<file path="config.mk">
export PLATFORM = sky130hd
export DESIGN_NAME = r_id_restore_unit_flat
export DESIGN_NICKNAME = d
export VERILOG_FILES = /design/src/rtl/r_id_restore_unit_if.sv /design/src/rtl/r_id_restore_unit.sv /design/src/flat_wrapper.sv
export SDC_FILE = /design/constraint.sdc
export NUM_CORES = 1
export LEC_CHECK = 0
export ABC_AREA = 0
export CAP_MARGIN = 20
export CORE_UTILIZATION = 45
export DETAILED_ROUTE_END_ITERATION = 7
export PLACE_DENSITY = 0.89
export SLEW_MARGIN = 20
export SYNTH_ARGS = -nofsm -noshare
export SYNTH_HDL_FRONTEND = slang
export SYNTH_SLANG_ARGS = --single-unit
</file>
<file path="constraint.sdc">
create_clock -name clk -period 4.75 [get_ports clk]
set_clock_uncertainty 0.1 [all_clocks]
set_input_delay 0.475 -clock clk [delete_from_list [all_inputs] [get_ports clk]]
set_output_delay 0.475 -clock clk [all_outputs]
set_load 0.05 [all_outputs]
</file>
<file path="src/rtl/r_id_restore_unit_if.sv">
// r_if: AXI-style R channel bundle shared by the ID restore unit and its
// neighbours.
//   valid/ready : handshake pair
//   id          : transaction ID (unique ID toward the slave, original toward the master)
//   data        : read data beat
//   resp        : read response code
//   last        : final beat of a burst
//   tagid       : unique (tag) ID carried alongside the beat
// modport receiver : consumes beats (drives ready)
// modport sender   : produces beats (samples ready)
interface r_if #(
   parameter int ID_WIDTH   = 4,
   parameter int DATA_WIDTH = 32
);
   logic                  valid;
   logic                  ready;
   logic [ID_WIDTH-1:0]   id;
   logic [DATA_WIDTH-1:0] data;
   logic [1:0]            resp;
   logic                  last;
   logic [ID_WIDTH-1:0]   tagid;

   modport receiver (
      input  valid, id, data, resp, last, tagid,
      output ready
   );

   modport sender (
      output valid, id, data, resp, last, tagid,
      input  ready
   );
endinterface

</file>
<file path="src/rtl/r_id_restore_unit.sv">
// r_id_restore_unit: restores the master's original ID on R beats returning
// from the slave under a unique ID. The first beat of a burst is parked in a
// single-beat buffer while the tag map is queried; the rest of the burst then
// streams through the buffer at one beat per cycle, and the unique ID is
// released when the last beat leaves.
//
// Ports:
//   clk            : clock, rising edge
//   rst            : asynchronous active-low reset
//   r_in           : R beats from the slave (unique IDs)
//   r_out          : R beats to the master (original IDs, tagid = unique ID)
//   lookup_req     : tag-map translation request for lookup_uid
//   lookup_uid     : unique ID being translated (always the captured ID)
//   lookup_ack     : tag-map reply strobe
//   lookup_hit     : tag-map reply found a mapping
//   lookup_orig_id : original ID returned by the tag map
//   free_valid     : one-cycle release pulse for free_uid
//   free_uid       : unique ID being released
//   err_miss       : sticky, a lookup missed
//   err_interleave : sticky, a foreign ID arrived inside a burst
//   beat_cnt       : r_out beats delivered so far in the current burst
module r_id_restore_unit #(
   parameter int ID_WIDTH   = 4,
   parameter int DATA_WIDTH = 32
) (
   input  logic                clk,
   input  logic                rst,
   r_if.receiver               r_in,
   r_if.sender                 r_out,
   output logic                lookup_req,
   output logic [ID_WIDTH-1:0] lookup_uid,
   input  logic                lookup_ack,
   input  logic                lookup_hit,
   input  logic [ID_WIDTH-1:0] lookup_orig_id,
   output logic                free_valid,
   output logic [ID_WIDTH-1:0] free_uid,
   output logic                err_miss,
   output logic                err_interleave,
   output logic [7:0]          beat_cnt
);

   typedef enum logic [1:0] {
      S_IDLE,
      S_LOOK,
      S_STRM
   } state_t;

   state_t state, state_nx;

   logic                  buf_v;
   logic [DATA_WIDTH-1:0] buf_data;
   logic [1:0]            buf_resp;
   logic                  buf_last;
   logic [ID_WIDTH-1:0]   uid_q;
   logic [ID_WIDTH-1:0]   orig_q;
   logic                  miss_q;

   logic in_ready;
   logic out_valid;
   logic in_hs;
   logic out_hs;
   logic id_mismatch;

   assign in_hs       = r_in.valid & in_ready;
   assign out_hs      = out_valid & r_out.ready;
   assign id_mismatch = |(r_in.id ^ uid_q);

   // State register
   always_ff @(posedge clk or negedge rst) begin
      if (~rst) state <= S_IDLE;
      else      state <= state_nx;
   end

   // Next-state logic
   always_comb begin
      state_nx = state;
      case (state)
         S_IDLE:  if (in_hs) state_nx = S_LOOK;
         S_LOOK:  if (lookup_ack) state_nx = S_STRM;
         S_STRM:  if (out_hs & buf_last) state_nx = S_IDLE;
         default: state_nx = S_IDLE;
      endcase
   end

   // Output logic. In S_STRM a stalled last beat blocks intake so the next
   // burst's first beat is always captured from S_IDLE.
   always_comb begin
      in_ready   = 1'b0;
      lookup_req = 1'b0;
      out_valid  = 1'b0;
      case (state)
         S_IDLE: in_ready = 1'b1;
         S_LOOK: lookup_req = 1'b1;
         S_STRM: begin
            out_valid = buf_v;
            in_ready  = (~buf_v | r_out.ready) & ~(buf_v & buf_last);
         end
         default: ;
      endcase
   end

   assign free_valid = out_hs & buf_last;
   assign free_uid   = uid_q;
   assign lookup_uid = uid_q;
   assign r_in.ready = in_ready;

   assign r_out.valid = out_valid;
   assign r_out.id    = orig_q;
   assign r_out.tagid = uid_q;
   assign r_out.data  = buf_data;
   assign r_out.last  = buf_last;
   assign r_out.resp  = ({2{miss_q}} & 2'b10) | ({2{~miss_q}} & buf_resp);

   // Datapath: holding buffer, captured IDs, sticky errors, beat counter.
   // An intake handshake takes priority over the drain so a simultaneous
   // in/out handshake refills the buffer in the same cycle.
   always_ff @(posedge clk or negedge rst) begin
      if (~rst) begin
         buf_v          <= 1'b0;
         buf_data       <= '0;
         buf_resp       <= '0;
         buf_last       <= 1'b0;
         uid_q          <= '0;
         orig_q         <= '0;
         miss_q         <= 1'b0;
         err_miss       <= 1'b0;
         err_interleave <= 1'b0;
         beat_cnt       <= '0;
      end else begin
         if (in_hs) begin
            buf_v    <= 1'b1;
            buf_data <= r_in.data;
            buf_resp <= r_in.resp;
            buf_last <= r_in.last;
            if (state == S_IDLE) uid_q <= r_in.id;
            if ((state == S_STRM) & id_mismatch) err_interleave <= 1'b1;
         end else if (out_hs) begin
            buf_v <= 1'b0;
         end

         if (lookup_req & lookup_ack) begin
            orig_q <= lookup_hit ? lookup_orig_id : uid_q;
            miss_q <= ~lookup_hit;
            if (~lookup_hit) err_miss <= 1'b1;
         end

         if (out_hs) begin
            if (buf_last) beat_cnt <= '0;
            else          beat_cnt <= beat_cnt + 8'd1;
         end
      end
   end

endmodule

</file>
<file path="src/flat_wrapper.sv">
// flat-port wrapper written by rule: the top's interface ports become plain ports
module r_id_restore_unit_flat 
#(
   parameter int ID_WIDTH   = 4,
   parameter int DATA_WIDTH = 32
)
  (clk, rst, lookup_req, lookup_uid, lookup_ack, lookup_hit, lookup_orig_id, free_valid, free_uid, err_miss, err_interleave, beat_cnt, r_in_valid, r_in_id, r_in_data, r_in_resp, r_in_last, r_in_tagid, r_in_ready, r_out_valid, r_out_id, r_out_data, r_out_resp, r_out_last, r_out_tagid, r_out_ready);
  r_if #(.ID_WIDTH(ID_WIDTH), .DATA_WIDTH(DATA_WIDTH)) r_in_i ();
  r_if #(.ID_WIDTH(ID_WIDTH), .DATA_WIDTH(DATA_WIDTH)) r_out_i ();
  input  logic clk;
  input  logic rst;
  output logic lookup_req;
  output logic [ID_WIDTH-1:0] lookup_uid;
  input  logic lookup_ack;
  input  logic lookup_hit;
  input  logic [ID_WIDTH-1:0] lookup_orig_id;
  output logic free_valid;
  output logic [ID_WIDTH-1:0] free_uid;
  output logic err_miss;
  output logic err_interleave;
  output logic [7:0] beat_cnt;
  input wire logic [$bits(r_in_i.valid)-1:0] r_in_valid;
  input wire logic [$bits(r_in_i.id)-1:0] r_in_id;
  input wire logic [$bits(r_in_i.data)-1:0] r_in_data;
  input wire logic [$bits(r_in_i.resp)-1:0] r_in_resp;
  input wire logic [$bits(r_in_i.last)-1:0] r_in_last;
  input wire logic [$bits(r_in_i.tagid)-1:0] r_in_tagid;
  output wire logic [$bits(r_in_i.ready)-1:0] r_in_ready;
  output wire logic [$bits(r_out_i.valid)-1:0] r_out_valid;
  output wire logic [$bits(r_out_i.id)-1:0] r_out_id;
  output wire logic [$bits(r_out_i.data)-1:0] r_out_data;
  output wire logic [$bits(r_out_i.resp)-1:0] r_out_resp;
  output wire logic [$bits(r_out_i.last)-1:0] r_out_last;
  output wire logic [$bits(r_out_i.tagid)-1:0] r_out_tagid;
  input wire logic [$bits(r_out_i.ready)-1:0] r_out_ready;
  assign r_in_i.valid = r_in_valid;
  assign r_in_i.id = r_in_id;
  assign r_in_i.data = r_in_data;
  assign r_in_i.resp = r_in_resp;
  assign r_in_i.last = r_in_last;
  assign r_in_i.tagid = r_in_tagid;
  assign r_in_ready = r_in_i.ready;
  assign r_out_valid = r_out_i.valid;
  assign r_out_id = r_out_i.id;
  assign r_out_data = r_out_i.data;
  assign r_out_resp = r_out_i.resp;
  assign r_out_last = r_out_i.last;
  assign r_out_tagid = r_out_i.tagid;
  assign r_out_i.ready = r_out_ready;
  r_id_restore_unit #(.ID_WIDTH(ID_WIDTH), .DATA_WIDTH(DATA_WIDTH)) u_core (.clk(clk), .rst(rst), .r_in(r_in_i), .r_out(r_out_i), .lookup_req(lookup_req), .lookup_uid(lookup_uid), .lookup_ack(lookup_ack), .lookup_hit(lookup_hit), .lookup_orig_id(lookup_orig_id), .free_valid(free_valid), .free_uid(free_uid), .err_miss(err_miss), .err_interleave(err_interleave), .beat_cnt(beat_cnt));
endmodule
</file>
==> metrics.log <==
[metrics] CP startpoint: r_out_ready
[metrics] buffers plus inverters on the worst setup path: 2
[metrics] worst setup path endpoint: free_valid
[metrics] via count of the first global-routing pass: 1903
[metrics] via density per instance: 4.965
[metrics] Yosys cell types: 36
[metrics] register bit total from synthesis: 57
[metrics] Clock Root Buffer: sky130_fd_sc_hd__clkbuf_8
[metrics] # fillers: 404
[metrics] number of nets in the synthesized netlist: about 240
[metrics] wire length per cell: 15.06 um
[metrics] Crit Reg-Reg Startpoint: u_core.r_out.last
[metrics] # resized after CTS: 0
[metrics] H-tree depth reported by CTS: 3
[metrics] final RePlAce weighted congestion: 0.7140
[metrics] number of cells on the worst reg-to-reg path: 4
[metrics] Worst Path Max Fanout: 18
[metrics] Chip Width: 78.00 um
[metrics] path class of the lowest-slack min-delay path: in2async
[metrics] number of warnings issued by yosys: 0
[metrics] core area: about 5500 um^2
[metrics] total number of nets in the final design: ~350
[metrics] IO Count: 118
[metrics] crit path DAT: 2.52 ns
[metrics] clock tree from TritonCTS: built
[metrics] setup slack, reg-to-reg: 2.42 ns
[metrics] Pins Over Slew Limit: 0
[metrics] maximum buffer depth of the clock tree: 2
[metrics] die height: between 70 and 80 um
[metrics] Area contributors post-synth: sky130_fd_sc_hd__dfrtp_1, sky130_fd_sc_hd__mux2_4, sky130_fd_sc_hd__mux2_1, sky130_fd_sc_hd__buf_4, sky130_fd_sc_hd__buf_6
[metrics] master of the slowest instance on the critical path: sky130_fd_sc_hd__clkdlybuf4s50_1
[metrics] Post-DRT Antenna Nets: 0
[metrics] transition time at the pin with the least slew margin: 0.7162 ns
[metrics] share of flip-flops with an asynchronous set or reset after synthesis: 1.000
[metrics] final hold violations: 0
[metrics] final setup violating endpoints: 0
[metrics] GRT Overall Usage: 0.2007
[metrics] Setup Crit Path Kind: in2out
[metrics] part of the Yosys area used for sequential elements: 0.5489
[metrics] via count: between 1500 and 2000
[metrics] Fmax achieved: about 0.32 GHz
[metrics] global-route wire length before repair: 9177 um
[metrics] routed wire length: 5662 um
[metrics] count of buffers inserted at the top-level ports: between 100 and 150
[metrics] Worst Setup Start Kind: input port
[metrics] share of cells above drive strength 1: 0.1809
[metrics] Starting Density: 0.4691
[metrics] Post-Synthesis Mean Instance Area: 13.68 um^2
[metrics] DP Wirelength: a little over 4000 um
[metrics] outcome: finished clean
[metrics] hold-fix buffer count after cts: 0
[metrics] synthesis-to-finish area growth: 51.32%
[metrics] TritonRoute pass-1 iters: 4
[metrics] CP Capture Type: output port
[metrics] worst slew margin relative to its limit: 0.5225
[metrics] clock transition at the registers of the reported paths: 0.06 ns
[metrics] number of DRC markers in iteration 0: 43
[metrics] number of clock buffers inserted by TritonCTS: 9
[metrics] most instantiated flip-flop cell in the synthesis netlist: sky130_fd_sc_hd__dfrtp_1
[metrics] count of mapped cells out of synthesis: 190
[metrics] global route total overflow: 0
[metrics] accumulated negative setup slack: 0 ns
[metrics] final antenna diode count: 0
[metrics] critical path depth in cells: 4
[metrics] family with the most delay on the worst path: buffers and inverters
[metrics] share of the synthesized area in the top cell type: 0.5489
[metrics] site row count: 27
[metrics] area enclosed by the die boundary: 6083 um^2
[metrics] DRC violations left: 0
[metrics] initial antenna violation count: 0
[metrics] cell taking the most area after synthesis: sky130_fd_sc_hd__dfrtp_1
[metrics] series of cell instances along the critical path: clkdlybuf4s50_1 > nand4b_2 > nor2_1 > clkdlybuf4s50_1
[metrics] share of the cycle needed by the critical path after routing: 0.6510
[metrics] shortest period the worst path allows: 3.092 ns
[metrics] Worst path max stage delay: 0.85 ns
[metrics] WP data required: 4.18 ns
[metrics] most used cell along the critical path: sky130_fd_sc_hd__clkdlybuf4s50_1
[metrics] number of synthesized flops with an enable pin: 0
[metrics] endpoint of the lowest-slack register-to-register path: u_core.r_out.data[0]
[metrics] fin util: 0.7098
[metrics] setup repair after global routing missed its margin: false
[metrics] area of the mapped netlist: 2599 um^2
[metrics] # Post-CTS Setup Buffers: 0
[metrics] clk sink count: 57
[metrics] maximum number of pins on one net before global-route repair: 58
[metrics] clock insertion delay at the later pin of the skew report: 0.33 ns
[metrics] Max Cap Viol: 0
-- logic make-up (layout without fill, tap and decap cells) --
family                     Yosys count  count (layout)  share of synthesized area
DFF                                 57              57                     0.5489
muxes                               43              43                     0.2248
and+or+nand+nor                     37              37                    0.08040
AOI/OAI and AO/OA                   25              25                    0.07030
buffers and inverters               23             137                    0.05729
xor gates and xnor gates             4               4                    0.01348
adders and majority gates            1               1                   0.004814
-- state kept, by name (all words and copies together) (netlist names) --
| signal | cells |
|---|---|
| u_core.r_out.last | 1 |
| u_core.beat_cnt | 8 |
| u_core.free_uid | 4 |
| u_core.r_out.data | 32 |
| u_core.err_miss | 1 |
| u_core.err_interleave | 1 |
| u_core.buf_v | 1 |
| u_core.state | 2 |
| u_core.miss_q | 1 |
| u_core.buf_resp | 2 |
| u_core.r_out.id | 4 |
-- per-stage QoR --
step | instances | area (um^2) | hold slack, ns | worst slack, ns
2_1_floorplan | 190 | 2599 | 0.07941 | 2.389
3_3_place_gp | 360 | 3704 | 0.3585 | 1.703
3_5_place_dp | 360 | 3704 | 0.3703 | 1.645
4_1_cts | 376 | 3933 | 0.1989 | 1.647
5_1_grt | 376 | 3933 | 0.2407 | 1.510
6_report | 376 | 3933 | 0.1825 | 1.658
-- worst min path at each step --
| stage | start | end | depth (start not counted) |
|---|---|---|---|
| floorplan | rst | u_core.beat_cnt[0] | 0 |
| global placement | u_core.err_miss | u_core.err_miss | 1 |
| detailed placement | u_core.err_miss | u_core.err_miss | 1 |
| CTS | rst | u_core.r_out.data[14] | 2 |
| global route | rst | u_core.r_out.id[1] | 2 |
| finish | rst | u_core.r_out.id[1] | 2 |
-- cell usage in the layout (no fill, tap or decap), types with 2 or more instances in the layout --
| cell | instances |
|---|---|
| sky130_fd_sc_hd__dfrtp_1 | 57 |
| sky130_fd_sc_hd__a22oi_1 | 2 |
| sky130_fd_sc_hd__clkinv_2 | 2 |
| sky130_fd_sc_hd__mux2i_1 | 4 |
| sky130_fd_sc_hd__and3_1 | 5 |
| sky130_fd_sc_hd__mux2_4 | 28 |
| sky130_fd_sc_hd__buf_4 | 2 |
| sky130_fd_sc_hd__xor2_1 | 4 |
| sky130_fd_sc_hd__o21ai_0 | 7 |
| sky130_fd_sc_hd__nand2b_1 | 4 |
| sky130_fd_sc_hd__mux2_2 | 4 |
| sky130_fd_sc_hd__nor2_1 | 3 |
| sky130_fd_sc_hd__nor2b_1 | 4 |
| sky130_fd_sc_hd__mux2_1 | 7 |
| sky130_fd_sc_hd__bufinv_16 | 2 |
| sky130_fd_sc_hd__o31ai_1 | 2 |
| sky130_fd_sc_hd__clkdlybuf4s50_1 | 112 |
| sky130_fd_sc_hd__nand3_1 | 2 |
| sky130_fd_sc_hd__inv_1 | 6 |
| sky130_fd_sc_hd__o41ai_1 | 2 |
| sky130_fd_sc_hd__nand2_1 | 10 |
| sky130_fd_sc_hd__clkbuf_8 | 11 |
| sky130_fd_sc_hd__a311oi_1 | 3 |
| sky130_fd_sc_hd__a221o_1 | 3 |
| sky130_fd_sc_hd__nor3_1 | 4 |
-- cells in the mapped netlist (all sizes together), types with 2 or more instances --
cell type and n:
dfrtp 57, mux2 39, buf 14, nand2 10
o21ai 7, inv 6, and3 5, nand2b 5
mux2i 4, nor2b 4, nor3 4, xor2 4
a221o 3, a311oi 3, clkbuf 3, nor2 3
a22oi 2, nand3 2, o31ai 2, o41ai 2
-- cell type report --
type	count	area, um^2	area share
Sequential cell	57	1426	0.3627
Timing Repair Buffer	115	1141	0.2902
Multi-Input combinational cell	110	1023	0.2603
Clock buffer	11	151.4	0.03850
Tap cell	72	90.09	0.02291
Clock inverter	5	77.57	0.01973
Inverter	6	22.52	0.005727
-- layer usage --
layer	track usage	routed length (um)	part of all wire
met1	0.2529	2450	0.43
met2	0.3159	2778	0.49
met3	0.06471	304	0.054
met4	0.08889	129	0.023
met5	0	0	0
-- worst register-to-register path, stage by stage, from the launching register on --
cell and delay [ns]:
sky130_fd_sc_hd__dfrtp_1 0.62, sky130_fd_sc_hd__nand2b_1 0.19, sky130_fd_sc_hd__a31o_2 0.45, sky130_fd_sc_hd__buf_4 0.47, sky130_fd_sc_hd__mux2_1 0.38
Power is left out: the tool's default activity adds up to more than one toggle a clock period on the data nets, which glitch-free logic cannot reach.
